File: src/rtl/loader_pkg.sv
// Shared types and constants for the UART boot loader: FSM states,
// terminator defaults, acknowledge byte and error flag positions.
package loader_pkg;

   typedef enum logic [1:0] {
      COLLECT = 2'd0,
      WRITE   = 2'd1,
      ACK     = 2'd2,
      DONE    = 2'd3
   } loader_state_e;

   localparam logic [7:0]  ACK_TERM         = 8'h55;
   localparam logic [15:0] DEFAULT_END_ADDR = 16'h00FF;
   localparam logic [15:0] DEFAULT_END_DATA = 16'h00FF;

   localparam int ERR_OVERRUN = 0;
   localparam int ERR_TIMEOUT = 1;

   // Acknowledge byte for a normal record: XOR of its four bytes.
   function automatic logic [7:0] record_xor(input logic [31:0] rec);
      return rec[7:0] ^ rec[15:8] ^ rec[23:16] ^ rec[31:24];
   endfunction

endpackage

File: src/rtl/byte_gap_timer.sv
// Counts idle cycles between bytes of a record; pulses expired for one
// cycle when the gap reaches TIMEOUT_CYCLES unless restart arrives first.
module byte_gap_timer #(
   parameter int TIMEOUT_CYCLES = 100000
) (
   input  logic clk,
   input  logic rst_n,
   input  logic enable,
   input  logic restart,
   output logic expired
);

   localparam int CNT_W = (TIMEOUT_CYCLES > 1) ? $clog2(TIMEOUT_CYCLES) : 1;
   localparam logic [CNT_W-1:0] LAST = CNT_W'(TIMEOUT_CYCLES - 1);

   logic [CNT_W-1:0] cnt_q, cnt_d;

   // A byte in the expiry cycle takes priority, so restart masks expired.
   always_comb begin
      cnt_d   = cnt_q;
      expired = 1'b0;
      if (!enable || restart) begin
         cnt_d = '0;
      end else if (cnt_q == LAST) begin
         cnt_d   = '0;
         expired = 1'b1;
      end else begin
         cnt_d = cnt_q + CNT_W'(1);
      end
   end

   always_ff @(posedge clk) begin
      if (!rst_n) begin
         cnt_q <= '0;
      end else begin
         cnt_q <= cnt_d;
      end
   end

endmodule

File: src/rtl/uart_word_loader.sv
// Boot loader: assembles UART bytes into {data, address} records, writes
// them to program memory, acknowledges each, and stops on the terminator.
module uart_word_loader
   import loader_pkg::*;
#(
   parameter int          TIMEOUT_CYCLES = 100000,
   parameter logic [15:0] END_ADDR       = DEFAULT_END_ADDR,
   parameter logic [15:0] END_DATA       = DEFAULT_END_DATA
) (
   input  logic        clk,
   input  logic        rst_n,
   input  logic [7:0]  rx_data,
   input  logic        rx_valid,
   input  logic        tx_busy,
   output logic [15:0] mem_addr,
   output logic [15:0] mem_data,
   output logic        mem_we,
   output logic [7:0]  tx_data,
   output logic        tx_valid,
   output logic        load_done,
   output logic [1:0]  byte_count,
   output logic [1:0]  err
);

   loader_state_e    state_q, state_d;
   logic [3:0][7:0]  rec_q, rec_d;
   logic [1:0]       byte_count_q, byte_count_d;
   logic [15:0]      mem_addr_q, mem_addr_d;
   logic [15:0]      mem_data_q, mem_data_d;
   logic             mem_we_q, mem_we_d;
   logic [7:0]       tx_data_q, tx_data_d;
   logic             tx_valid_q, tx_valid_d;
   logic             load_done_q, load_done_d;
   logic [1:0]       err_q, err_d;
   logic             term_q, term_d;

   logic             gap_enable;
   logic             gap_expired;
   logic [31:0]      rec_full;
   logic             rec_is_term;

   assign gap_enable = (state_q == COLLECT) && (byte_count_q != 2'd0);

   byte_gap_timer #(
      .TIMEOUT_CYCLES (TIMEOUT_CYCLES)
   ) u_gap_timer (
      .clk     (clk),
      .rst_n   (rst_n),
      .enable  (gap_enable),
      .restart (rx_valid),
      .expired (gap_expired)
   );

   // Complete record as it will look once the final byte is stored.
   assign rec_full    = {rx_data, rec_q[2], rec_q[1], rec_q[0]};
   assign rec_is_term = (rec_full[15:0] == END_ADDR) && (rec_full[31:16] == END_DATA);

   // Memory and ack outputs are registered on entry to WRITE so they are
   // valid during the WRITE cycle itself.
   always_comb begin
      state_d      = state_q;
      rec_d        = rec_q;
      byte_count_d = byte_count_q;
      mem_addr_d   = mem_addr_q;
      mem_data_d   = mem_data_q;
      mem_we_d     = 1'b0;
      tx_data_d    = tx_data_q;
      tx_valid_d   = tx_valid_q;
      load_done_d  = load_done_q;
      err_d        = err_q;
      term_d       = term_q;

      case (state_q)
         COLLECT: begin
            if (rx_valid) begin
               rec_d[byte_count_q] = rx_data;
               byte_count_d        = byte_count_q + 2'd1;
               if (byte_count_q == 2'd3) begin
                  state_d = WRITE;
                  term_d  = rec_is_term;
                  if (rec_is_term) begin
                     tx_data_d = ACK_TERM;
                  end else begin
                     mem_addr_d = rec_full[15:0];
                     mem_data_d = rec_full[31:16];
                     mem_we_d   = 1'b1;
                     tx_data_d  = record_xor(rec_full);
                  end
               end
            end else if (gap_expired) begin
               byte_count_d       = 2'd0;
               rec_d              = '0;
               err_d[ERR_TIMEOUT] = 1'b1;
            end
         end

         WRITE: begin
            tx_valid_d = 1'b1;
            state_d    = ACK;
            if (rx_valid) begin
               err_d[ERR_OVERRUN] = 1'b1;
            end
         end

         ACK: begin
            if (rx_valid) begin
               err_d[ERR_OVERRUN] = 1'b1;
            end
            if (tx_valid_q && !tx_busy) begin
               tx_valid_d  = 1'b0;
               load_done_d = term_q;
               state_d     = term_q ? DONE : COLLECT;
            end
         end

         DONE: begin
            tx_valid_d = 1'b0;
         end

         default: begin
            state_d = COLLECT;
         end
      endcase
   end

   always_ff @(posedge clk) begin
      if (!rst_n) begin
         state_q      <= COLLECT;
         rec_q        <= '0;
         byte_count_q <= 2'd0;
         mem_addr_q   <= 16'd0;
         mem_data_q   <= 16'd0;
         mem_we_q     <= 1'b0;
         tx_data_q    <= 8'd0;
         tx_valid_q   <= 1'b0;
         load_done_q  <= 1'b0;
         err_q        <= 2'b00;
         term_q       <= 1'b0;
      end else begin
         state_q      <= state_d;
         rec_q        <= rec_d;
         byte_count_q <= byte_count_d;
         mem_addr_q   <= mem_addr_d;
         mem_data_q   <= mem_data_d;
         mem_we_q     <= mem_we_d;
         tx_data_q    <= tx_data_d;
         tx_valid_q   <= tx_valid_d;
         load_done_q  <= load_done_d;
         err_q        <= err_d;
         term_q       <= term_d;
      end
   end

   assign mem_addr   = mem_addr_q;
   assign mem_data   = mem_data_q;
   assign mem_we     = mem_we_q;
   assign tx_data    = tx_data_q;
   assign tx_valid   = tx_valid_q;
   assign load_done  = load_done_q;
   assign byte_count = byte_count_q;
   assign err        = err_q;

endmodule

File: config.mk
export PLATFORM = sky130hd
export DESIGN_NAME = uart_word_loader
export DESIGN_NICKNAME = d
export VERILOG_FILES = /design/src/rtl/loader_pkg.sv /design/src/rtl/byte_gap_timer.sv /design/src/rtl/uart_word_loader.sv
export SDC_FILE = /design/constraint.sdc
export NUM_CORES = 1
export LEC_CHECK = 0
export ABC_CLOCK_PERIOD_IN_PS = 1800
export BUFFER_PORTS_ARGS = -buffer_cell sky130_fd_sc_hd__buf_4
export CELL_PAD_IN_SITES_DETAIL_PLACEMENT = 0
export CELL_PAD_IN_SITES_GLOBAL_PLACEMENT = 1
export CORE_MARGIN = 2
export CORE_UTILIZATION = 40
export CTS_BUF_LIST = sky130_fd_sc_hd__clkbuf_8
export CTS_CLUSTER_DIAMETER = 40
export DETAILED_ROUTE_END_ITERATION = 6
export PLACE_DENSITY_LB_ADDON = 0.1
export SYNTH_ARGS = -nofsm -noshare
export SYNTH_HDL_FRONTEND = slang
export SYNTH_SLANG_ARGS = --single-unit
File: constraint.sdc
create_clock -name clk -period 1.8 [get_ports clk]
set_clock_uncertainty 0.05 [all_clocks]
set_input_delay 0.09 -clock clk [delete_from_list [all_inputs] [get_ports clk]]
set_output_delay 0.09 -clock clk [all_outputs]
set_load 0.01 [all_outputs]
* Yosys cells after proc, flatten, opt, wreduce, memory -nomap -nowiden *
Cells that the tools add are included.

cells by class
  $lt $le $gt $ge = 2
  shift operators = 0
  eq/ne operators = 10
  bitwise gates (word level) = 6
  $add $sub $neg = 2
  multiplexer cells = 18
  multiply operators = 0
  divide/modulo/power cells = 0
  reductions and logical operators = 23

operator list
  cell                                                                  count
  32-bit 2-to-1 mux                                                     2
  32-bit bitwise mux                                                    1
  16-bit by 8-bit == test with 1-bit output, second input constant      2
  8-bit bitwise XOR                                                     3
  17-bit by 1-bit adder with 17-bit output, second input constant       1
  17-bit == test, second input constant                                 1
  8-bit demux with 2-bit select                                         1
  8-bit 2-to-1 mux                                                      2
  2-bit 2-to-1 mux                                                      6
  4-bit AND reduction                                                   3
  2-bit AND reduction                                                   4
  2-bit == test, second input constant                                  3
  2-bit case mux with 3 select lines                                    1
  3-bit AND reduction                                                   2
  3-bit nonzero test                                                    2
  1-bit logical AND                                                     4
  1-bit 2-to-1 mux                                                      4
  2-bit != test, second input constant                                  2
  2-bit nonzero test                                                    2
  2-bit by 3-bit < comparator with 1-bit output, second input constant  1
  1-bit NOT                                                             3
  1-bit case mux with 3 select lines                                    1
  3-bit OR reduction                                                    1
  2-bit by 1-bit adder with 2-bit output, second input constant         1
  other kinds (7)                                                       8

word-level totals
  memory bits (writable) = 0
  latch bits = 0
  bits of input ports = 12
  ROM bits = 0
  bits in registers = 99
  memories kept = 0

* Longest topological paths before layout *
Gate-level depths: netlist (run 1).

  word-level depth = 7
  depth in mapped cells = 8
  mapped depth without buffers = 6

* By module *
Synthesis (run 1) repeated with hierarchy kept, for this count alone.

unflattened totals
  cell total of the unflattened synthesis = 465
  area, all modules = 4185.3 um^2

modules (own cells, without submodules)
  module            instances  cells each  area each (um^2)
  uart_word_loader  1          377         3380.7
  byte_gap_timer    1          88          804.5

* Least setup slack after synthesis (run 1) *
Ideal clock, no wire load.

  path type = register to register
  start point = register u_gap_timer.cnt_q[0]
  end point = register rec_q, in the netlist rec_full[20]
  library setup time = 0.134 ns
  arrival time = 1.754 ns
  path slack = -0.138 ns
  stages on the path, launching flop included = 8
  clock period less this slack = 1.938 ns
  required time = 1.616 ns
  cell sequence = dfxtp_1 -> ha_1 -> and4_1 -> clkbuf_1 -> nand2_1 -> nor4_4 -> buf_2 -> o22ai_1

between the ends
  word-level cells in the longest chain between the ends = 5

ends and longest elaborated chain
  element                               RTL line                 text
  start: declaration                    byte_gap_timer.sv:16     logic [CNT_W-1:0] cnt_q, cnt_d;
  start signal: assignment              byte_gap_timer.sv:36     cnt_q <= cnt_d;
  17-bit == test                        byte_gap_timer.sv:24     end else if (cnt_q == LAST) begin
  1-bit 2-to-1 mux                      byte_gap_timer.sv:24
  1-bit 2-to-1 mux                      byte_gap_timer.sv:22     if (!enable || restart) begin
  2-bit nonzero test (no source line)   --
  2-bit AND reduction (no source line)  --
  end signal: assignment                uart_word_loader.sv:141  rec_q <= rec_d;
  end: declaration                      uart_word_loader.sv:26   logic [3:0][7:0] rec_q, rec_d;

Every way passes these cells.
A chain may end at the register's enable or synchronous reset.

* Final worst setup path (run 1) *
  start point = register rec_q, in the netlist rec_full[9]
  end point = register mem_data_q[14], in the netlist mem_data[14]

between the ends
  word-level cells in the longest chain between the ends = 4

ends and longest elaborated chain
  element                                    RTL line                 text
  16-bit by 8-bit == test with 1-bit output  uart_word_loader.sv:56   assign rec_is_term = (rec_full[15:0] == END_ADDR) && (rec_full[31:16] == END_DATA);
  1-bit logical AND                          uart_word_loader.sv:56
  1-bit NOT (no source line)                 --
  4-bit AND reduction (no source line)       --
  end signal: assignment                     uart_word_loader.sv:144  mem_data_q <= mem_data_d;
  end: declaration                           uart_word_loader.sv:29   logic [15:0] mem_data_q, mem_data_d;

Every way passes these cells.

==> results.tsv, run 1 <==
metric	value	unit
result of the run	finished, final reports clean	
average cell area after synthesis	9.143	um^2
transition time at the pin with the least slew margin	0.4076	ns
post-route clock period utilization	0.9959	
number of input and output port buffers inserted	58	
sum of net half-perimeters after detailed placement	7195	um
total of fill cells in the finished design	934	
WL met2	4984	um
Clock Path Buffers	2	
number of global-route vias before repair	3198	
Synth Area in Simple Gates	0.2203	
grt total ovfl	0	
top flip-flop cell by instance count after synthesis	sky130_fd_sc_hd__dfxtp_1	
count of mapped cells out of synthesis	433	
class of the most critical setup path	flop to flop	
total area of multi-input combinational cells	2064	um^2
clock tree from TritonCTS	built	
nets	550	
xor/xnor share of the synthesized area	0.07965	
Top Ports	59	
antenna diode count	0	
CTS sink count	91	
routed length on met3	376	um
clock-pin slew of the registers on the worst-case setup and hold paths	0.10	ns
area used by sequential logic in the layout	1829	um^2
clock period minus final worst setup slack	1.793	ns
Routed Wire Length	10400	um
startpoint type of the worst setup path	flop	
largest net degree at the start of global routing	44	
largest stage delay on the critical path	0.54	ns
power per unit of standard cell area	784.4	nW/um^2
register bit count reported by yosys	91	
level count of the clock H-tree	3	
chip width	103.5	um
nets in the synthesized netlist	456	
Synth Area in Compound Gates	0.08723	
ratio of cells with drive above 1 in the final layout	0.2744	
Synth warnings	0	
worst-path cell chain	or4_4 -> nor4_4 -> a21oi_4 -> buf_4 -> mux2i_1	
combinational family with the most area after synthesis	simple AND/OR/NAND/NOR gates	
number of iterations in the first detailed-routing pass	5	
number of buffers inserted during clock tree synthesis	9	
fraction of registers with async set or reset after synthesis	0	
weighted congestion reported at the end of routability-driven placement	0.8227	
synthesized-area fraction occupied by adder cells	0.03477	
Max-Slew Margin vs Limit	0.7279	
total of max-cap violations	0	
Critical Path RT	2.00	ns
Total Neg Setup Slack	0	ns
height of the die	103.5	um
static leakage	1.973	nW
core area	9684	um^2
slowest cell on the critical path	sky130_fd_sc_hd__or4_4	
Worst Path Buf+Inv	1	
DR top layer	met4	
combined global-route utilization of all metal layers	0.1958	
Clock Tree Root	sky130_fd_sc_hd__clkbuf_8	
maximum fanout count along the critical path	8	
unique cell type count in the Yosys netlist	40	
Seq/Total Area, Yosys	0.4602	
worst IR drop on VDD	0.0004108	V
effective utilization at floorplan	0.4088	
initial detailed-routing violation count	159	
family with the most delay on the worst path	simple AND/OR/NAND/NOR gates	
total DRC errors in the routed layout	0	
fin. max-slew vios	0	
Final Setup Violations	0	
detailed-route wire length per cell	15.64	um
wire length of the first global-routing pass	16150	um
final core area utilization	0.5363	
initial antenna violation count	0	
Fmax achieved	557.9	MHz
clock insertion delay at the later pin of the skew report	0.36	ns
Post-synth EDFFs	0	
Synth Cell Area	3959	um^2
Vias	3392	
area of the die	10710	um^2
area growth from synthesis to final layout	31.19	%
number of hold-slack violations in the final timing report	0	
classification of the worst-slack hold path	primary input to flop	
setup repair after global routing missed its margin	true	
mux contribution to synthesized area	0.08091	
via count normalized by instance count	5.101	
number of standard-cell rows in the floorplan	36	
data arrival time of the critical path	1.99	ns
Critical Path End Type	flop	
met1 wire length	4867	um
number of nets with antenna violations after detailed routing	0	
[sequential cells by signal, indices dropped and copies added, names as in the netlist]
signal             flops
load_done              1
u_gap_timer.cnt_q     17
tx_valid               1
tx_data                8
term_q                 1
mem_addr              16
rec_full              24
byte_count             2
state_q                2
mem_data              16
err                    2
mem_we                 1
[Yosys cell counts (all sizes together), types with 2 or more instances]
master / instances / area (um^2)
a211oi: 4 / 30.03
a21oi: 8 / 43.79
a31oi: 4 / 25.02
and2: 3 / 18.77
and3: 3 / 18.77
and4: 3 / 26.28
buf: 6 / 48.79
clkbuf: 20 / 75.07
dfxtp: 91 / 1822
ha: 11 / 137.6
inv: 6 / 22.52
mux2i: 32 / 320.3
nand2: 80 / 300.3
nand2b: 3 / 18.77
nand3: 36 / 180.2
nand4: 8 / 50.05
nor2: 24 / 90.09
nor3: 3 / 15.01
nor4: 3 / 63.81
o21ai: 9 / 45.04
o22ai: 25 / 156.4
or3: 3 / 18.77
or4: 2 / 18.77
xnor2: 25 / 219.0
xor2: 11 / 96.34
[area by class of cell]
cell class	count	area share
Clock buffer	9	0.02385
Clock inverter	7	0.01012
Inverter	6	0.004336
Multi-Input combinational cell	310	0.3975
Sequential cell	91	0.3522
Tap cell	133	0.03204
Timing Repair Buffer	109	0.1800
[placed cells by master (no fill, tap or decap), types with 3 or more instances in the layout]
| master | n |
|---|---|
| sky130_fd_sc_hd__buf_4 | 99 |
| sky130_fd_sc_hd__dfxtp_1 | 85 |
| sky130_fd_sc_hd__nand2_1 | 77 |
| sky130_fd_sc_hd__nand3_1 | 36 |
| sky130_fd_sc_hd__mux2i_1 | 32 |
| sky130_fd_sc_hd__xnor2_1 | 25 |
| sky130_fd_sc_hd__o22ai_1 | 25 |
| sky130_fd_sc_hd__nor2_1 | 24 |
| sky130_fd_sc_hd__xor2_1 | 11 |
| sky130_fd_sc_hd__ha_1 | 9 |
| sky130_fd_sc_hd__clkbuf_8 | 9 |
| sky130_fd_sc_hd__nand4_1 | 8 |
| sky130_fd_sc_hd__o21ai_0 | 8 |
| sky130_fd_sc_hd__inv_1 | 7 |
| sky130_fd_sc_hd__a21oi_1 | 7 |
| sky130_fd_sc_hd__dfxtp_2 | 6 |
| sky130_fd_sc_hd__buf_12 | 6 |
| sky130_fd_sc_hd__a211oi_1 | 4 |
| sky130_fd_sc_hd__nor3_1 | 3 |
| sky130_fd_sc_hd__and3_1 | 3 |
| sky130_fd_sc_hd__nor4_4 | 3 |
| sky130_fd_sc_hd__nand2b_1 | 3 |
| sky130_fd_sc_hd__or3_1 | 3 |
| sky130_fd_sc_hd__a31oi_1 | 3 |
| sky130_fd_sc_hd__clkinvlp_4 | 3 |
| sky130_fd_sc_hd__inv_6 | 3 |
[tightest hold or removal path, stage by stage]
cell                      delay [ns]
sky130_fd_sc_hd__buf_4          0.09
sky130_fd_sc_hd__a21o_1         0.10
sky130_fd_sc_hd__a21oi_1        0.05
sky130_fd_sc_hd__nor2_1         0.07
[layer usage]
layer,vias up,GRT usage
met5,-,0
met4,0,0.05466
met3,16,0.04570
met2,69,0.3226
met1,1623,0.2574
li1,1684,-
[through the flow]
step                      hold slack (ns)  total power [mW]  instance area, um^2  instances  setup slack [ns]
after floorplan                    0.1847             2.526                 3985        433           0.01551
after global placement             0.3242             2.807                 4870        643          -0.01976
after detailed placement           0.3310             2.816                 4870        643          -0.04155
after CTS                         0.01903             4.099                 5062        660         0.0002656
after global routing              0.03265             4.276                 5194        665          -0.05487
final                             0.02672             4.074                 5194        665          0.007417
[cell families after synthesis]
group / after synthesis
multiplexers: 32
XOR/XNOR: 36
buffers and inverters: 32
AO/OA/AOI/OAI: 55
AND/OR/NAND/NOR: 176
adder cells (fa/ha/maj): 11
flip-flops: 91
[repair_timing]
| action | 4_1_cts | 5_1_grt |
|---|---|---|
| resized for setup | 2 | 15 |
| hold buffers | 1 | 0 |
| endpoints found under the setup margin | 5 | 66 |
| buffers inserted | 0 | 3 |
| pin swaps | 2 | 5 |
| gates cloned | 0 | 2 |
| endpoints found under the hold margin | 1 | 0 |
[worst paths after layout]
check	slack, ns	endpoint	from	cells after the start
max reg2reg	0.007	mem_data[14]	rec_full[9]	5
max	0.007	mem_data[14]	rec_full[9]	5
min	0.03	tx_valid	tx_busy	4
min reg2reg	0.41	mem_addr[12]	mem_addr[12]	2
[power by group]
part	switching, mW	internal, mW
logic	0.349	0.311
clock network	0.774	0.512
registers	0.0466	2.08
total	1.17	2.90
Power figures use the tool's default switching activity.
==> run 2, diff against run 1 <==
--- a/config.mk
+++ b/config.mk
@@ -9,6 +9,7 @@
 export BUFFER_PORTS_ARGS = -buffer_cell sky130_fd_sc_hd__buf_4
 export CELL_PAD_IN_SITES_DETAIL_PLACEMENT = 0
 export CELL_PAD_IN_SITES_GLOBAL_PLACEMENT = 1
+export CORE_ASPECT_RATIO = 1.4
 export CORE_MARGIN = 2
 export CORE_UTILIZATION = 40
 export CTS_BUF_LIST = sky130_fd_sc_hd__clkbuf_8
==> results.tsv, run 2 (synthesis results as in run 1) <==
metric	value	unit	change
Routed Wire Length	9912	um	-4.7%
weighted congestion reported at the end of routability-driven placement	0.8248		+0.26%
CTS sink count	91		unchanged
ratio of cells with drive above 1 in the final layout	0.2619		-0.01258
setup repair after global routing missed its margin	true		
chip width	88.08	um	-15%
core area	9792	um^2	+1.1%
cell area after layout	5194	um^2	unchanged
clock-pin slew of the registers on the worst-case setup and hold paths	0.08	ns	-0.02 ns
final core area utilization	0.5304		-0.005894
Clock Path Buffers	2		unchanged
Vias	3347		-1.3%
grt total ovfl	0		unchanged
number of iterations in the first detailed-routing pass	4		-1
commonest cells after routing, fill and taps aside	94 x sky130_fd_sc_hd__buf_4, 86 x sky130_fd_sc_hd__dfxtp_1, 78 x sky130_fd_sc_hd__nand2_1, 36 x sky130_fd_sc_hd__nand3_1, 32 x sky130_fd_sc_hd__mux2i_1		
Max-Slew Margin vs Limit	0.7053		-0.02265
post-layout total power	4.245	mW	+4.2%
post-route clock period utilization	0.9889		-0.007016
worst r2r path cells	5		unchanged
initial detailed-routing violation count	130		-18%
clock period minus final worst setup slack	1.780	ns	-0.01263 ns
wire length of the first global-routing pass	15780	um	-2.3%
Worst Path Buf+Inv	1		unchanged
worst-path cell chain	or4bb_4 -> nor4_4 -> a21oi_4 -> buf_12 -> mux2i_1		
startpoint type of the worst setup path	flop		
maximum fanout count along the critical path	20		+12
via count normalized by instance count	5.056		-0.88%
number of input and output port buffers inserted	58		unchanged
hold path cells	4		unchanged
nets	546		-0.73%
number of nets with antenna violations after detailed routing	0		unchanged
worst hold slack	0.02175	ns	-0.004973 ns
Critical Path End Type	flop		
detailed-route wire length per cell	14.97	um	-4.3%
result of the run	finished, final reports clean		
combined global-route utilization of all metal layers	0.1933		-0.002441
total DRC errors in the routed layout	0		unchanged
number of standard-cell rows in the floorplan	43		+19%
slowest cell on the critical path	sky130_fd_sc_hd__or4bb_4		
Fmax achieved	561.8	MHz	+0.71%
total stage count of the critical path	5		unchanged
total placed cells including tap cells	641		-0.31%
static leakage	1.975	nW	about the same
family with the most delay on the worst path	simple AND/OR/NAND/NOR gates		
number of hold-slack violations in the final timing report	0		unchanged
Top Ports	59		unchanged
sum of net half-perimeters after detailed placement	7053	um	-2.0%
largest net degree at the start of global routing	59		+34%
level count of the clock H-tree	3		unchanged
area growth from synthesis to final layout	31.19	%	unchanged
Critical Path RT	2.00	ns	about the same
classification of the worst-slack hold path	primary input to flop		
height of the die	121.7	um	+18%
worst IR drop on VDD	0.0004021	V	-2.1%
clock insertion delay at the later pin of the skew report	0.36	ns	about the same
number of global-route vias before repair	3202		+0.13%
post-placement setup slack	-0.03833	ns	+0.003218 ns
effective utilization at floorplan	0.4043		-0.004492
standard cell area after detailed placement	4880	um^2	+0.21%
Final Setup Violations	0		unchanged
number of flip-flops in the largest register	24		unchanged
clock tree from TritonCTS	built		
area of the die	10720	um^2	+0.10%
Total Neg Setup Slack	0	ns	unchanged
Clock Tree Root	sky130_fd_sc_hd__clkbuf_8		
antenna diode count	0		unchanged
post-layout worst setup margin	0.02004	ns	+0.01263 ns
number of cells in the finished layout apart from fillers	662		-0.45%
largest stage delay on the critical path	0.53	ns	about the same
most common cell after layout, fill and taps aside	sky130_fd_sc_hd__buf_4		
transition time at the pin with the least slew margin	0.4420	ns	+0.03442 ns
total of max-cap violations	0		unchanged
number of buffers inserted during clock tree synthesis	9		unchanged
initial antenna violation count	0		unchanged
power per unit of standard cell area	817.3	nW/um^2	+4.2%
class of the most critical setup path	flop to flop		
data arrival time of the critical path	1.98	ns	about the same
fin. max-slew vios	0		unchanged
run 2: cell count changes in the layout (fill, tap and decap cells not counted), moves of 3 or more:
cell | before | now
sky130_fd_sc_hd__buf_4 | 99 | 94
sky130_fd_sc_hd__buf_12 | 6 | 9
sky130_fd_sc_hd__clkinvlp_4 | 3 | 0
sky130_fd_sc_hd__clkbuf_8 | 9 | 13
sky130_fd_sc_hd__inv_6 | 3 | 0
run 2: routing by layer:
metal | GRT usage | vias up | routed length [um]
met4 | 0.1042 | 0 | 319
met1 | 0.2332 | 1574 | 4267
li1 | - | 1681 | -
met2 | 0.3281 | 76 | 4989
met3 | 0.02642 | 16 | 335
met5 | 0 | - | 0
run 2: report_power, final:
part | internal (mW) | switching (mW) | total, mW
clock | 0.782 | 0.701 | 1.48
combinational | 0.299 | 0.331 | 0.630
sequential | 2.08 | 0.0514 | 2.13
total | 3.16 | 1.08 | 4.24
run 2: repair_timing:
item / in CTS / in global routing
cloned: 0 / 1
buffers inserted: 2 / 2
pin swaps: 2 / 6
setup endpoints to repair: 21 / 61
endpoints found under the hold margin: 1 / 0
resized for setup: 0 / 11
hold buffers: 1 / 0
run 2: cell type report:
type	count	area [um^2]
well taps	135	168.9
fillers	948	4598
inverters	6	22.52
clock buffers	13	178.9
clock inverters	2	33.78
repair buffers	105	920.9
flip-flops and latches	91	1828
multi-input cells	310	2041
run 2: worst register-to-register path: cells and delay by family, from the launching register on:
family / cells / cell delay, ns
multiplexers: 1 / 0.13
AND/OR/NAND/NOR: 2 / 0.83
AO/OA/AOI/OAI: 1 / 0.13
buffers and inverters: 1 / 0.19
flip-flops: 1 / 0.33
run 2: path summary, 6_finish.rpt:
check	startpoint	to	slack, ns
setup / recovery	rec_full[23]	mem_data[9]	0.02
hold / removal	tx_busy	tx_valid	0.02
setup reg to reg	rec_full[23]	mem_data[9]	0.02
hold reg to reg	mem_data[1]	mem_data[1]	0.41
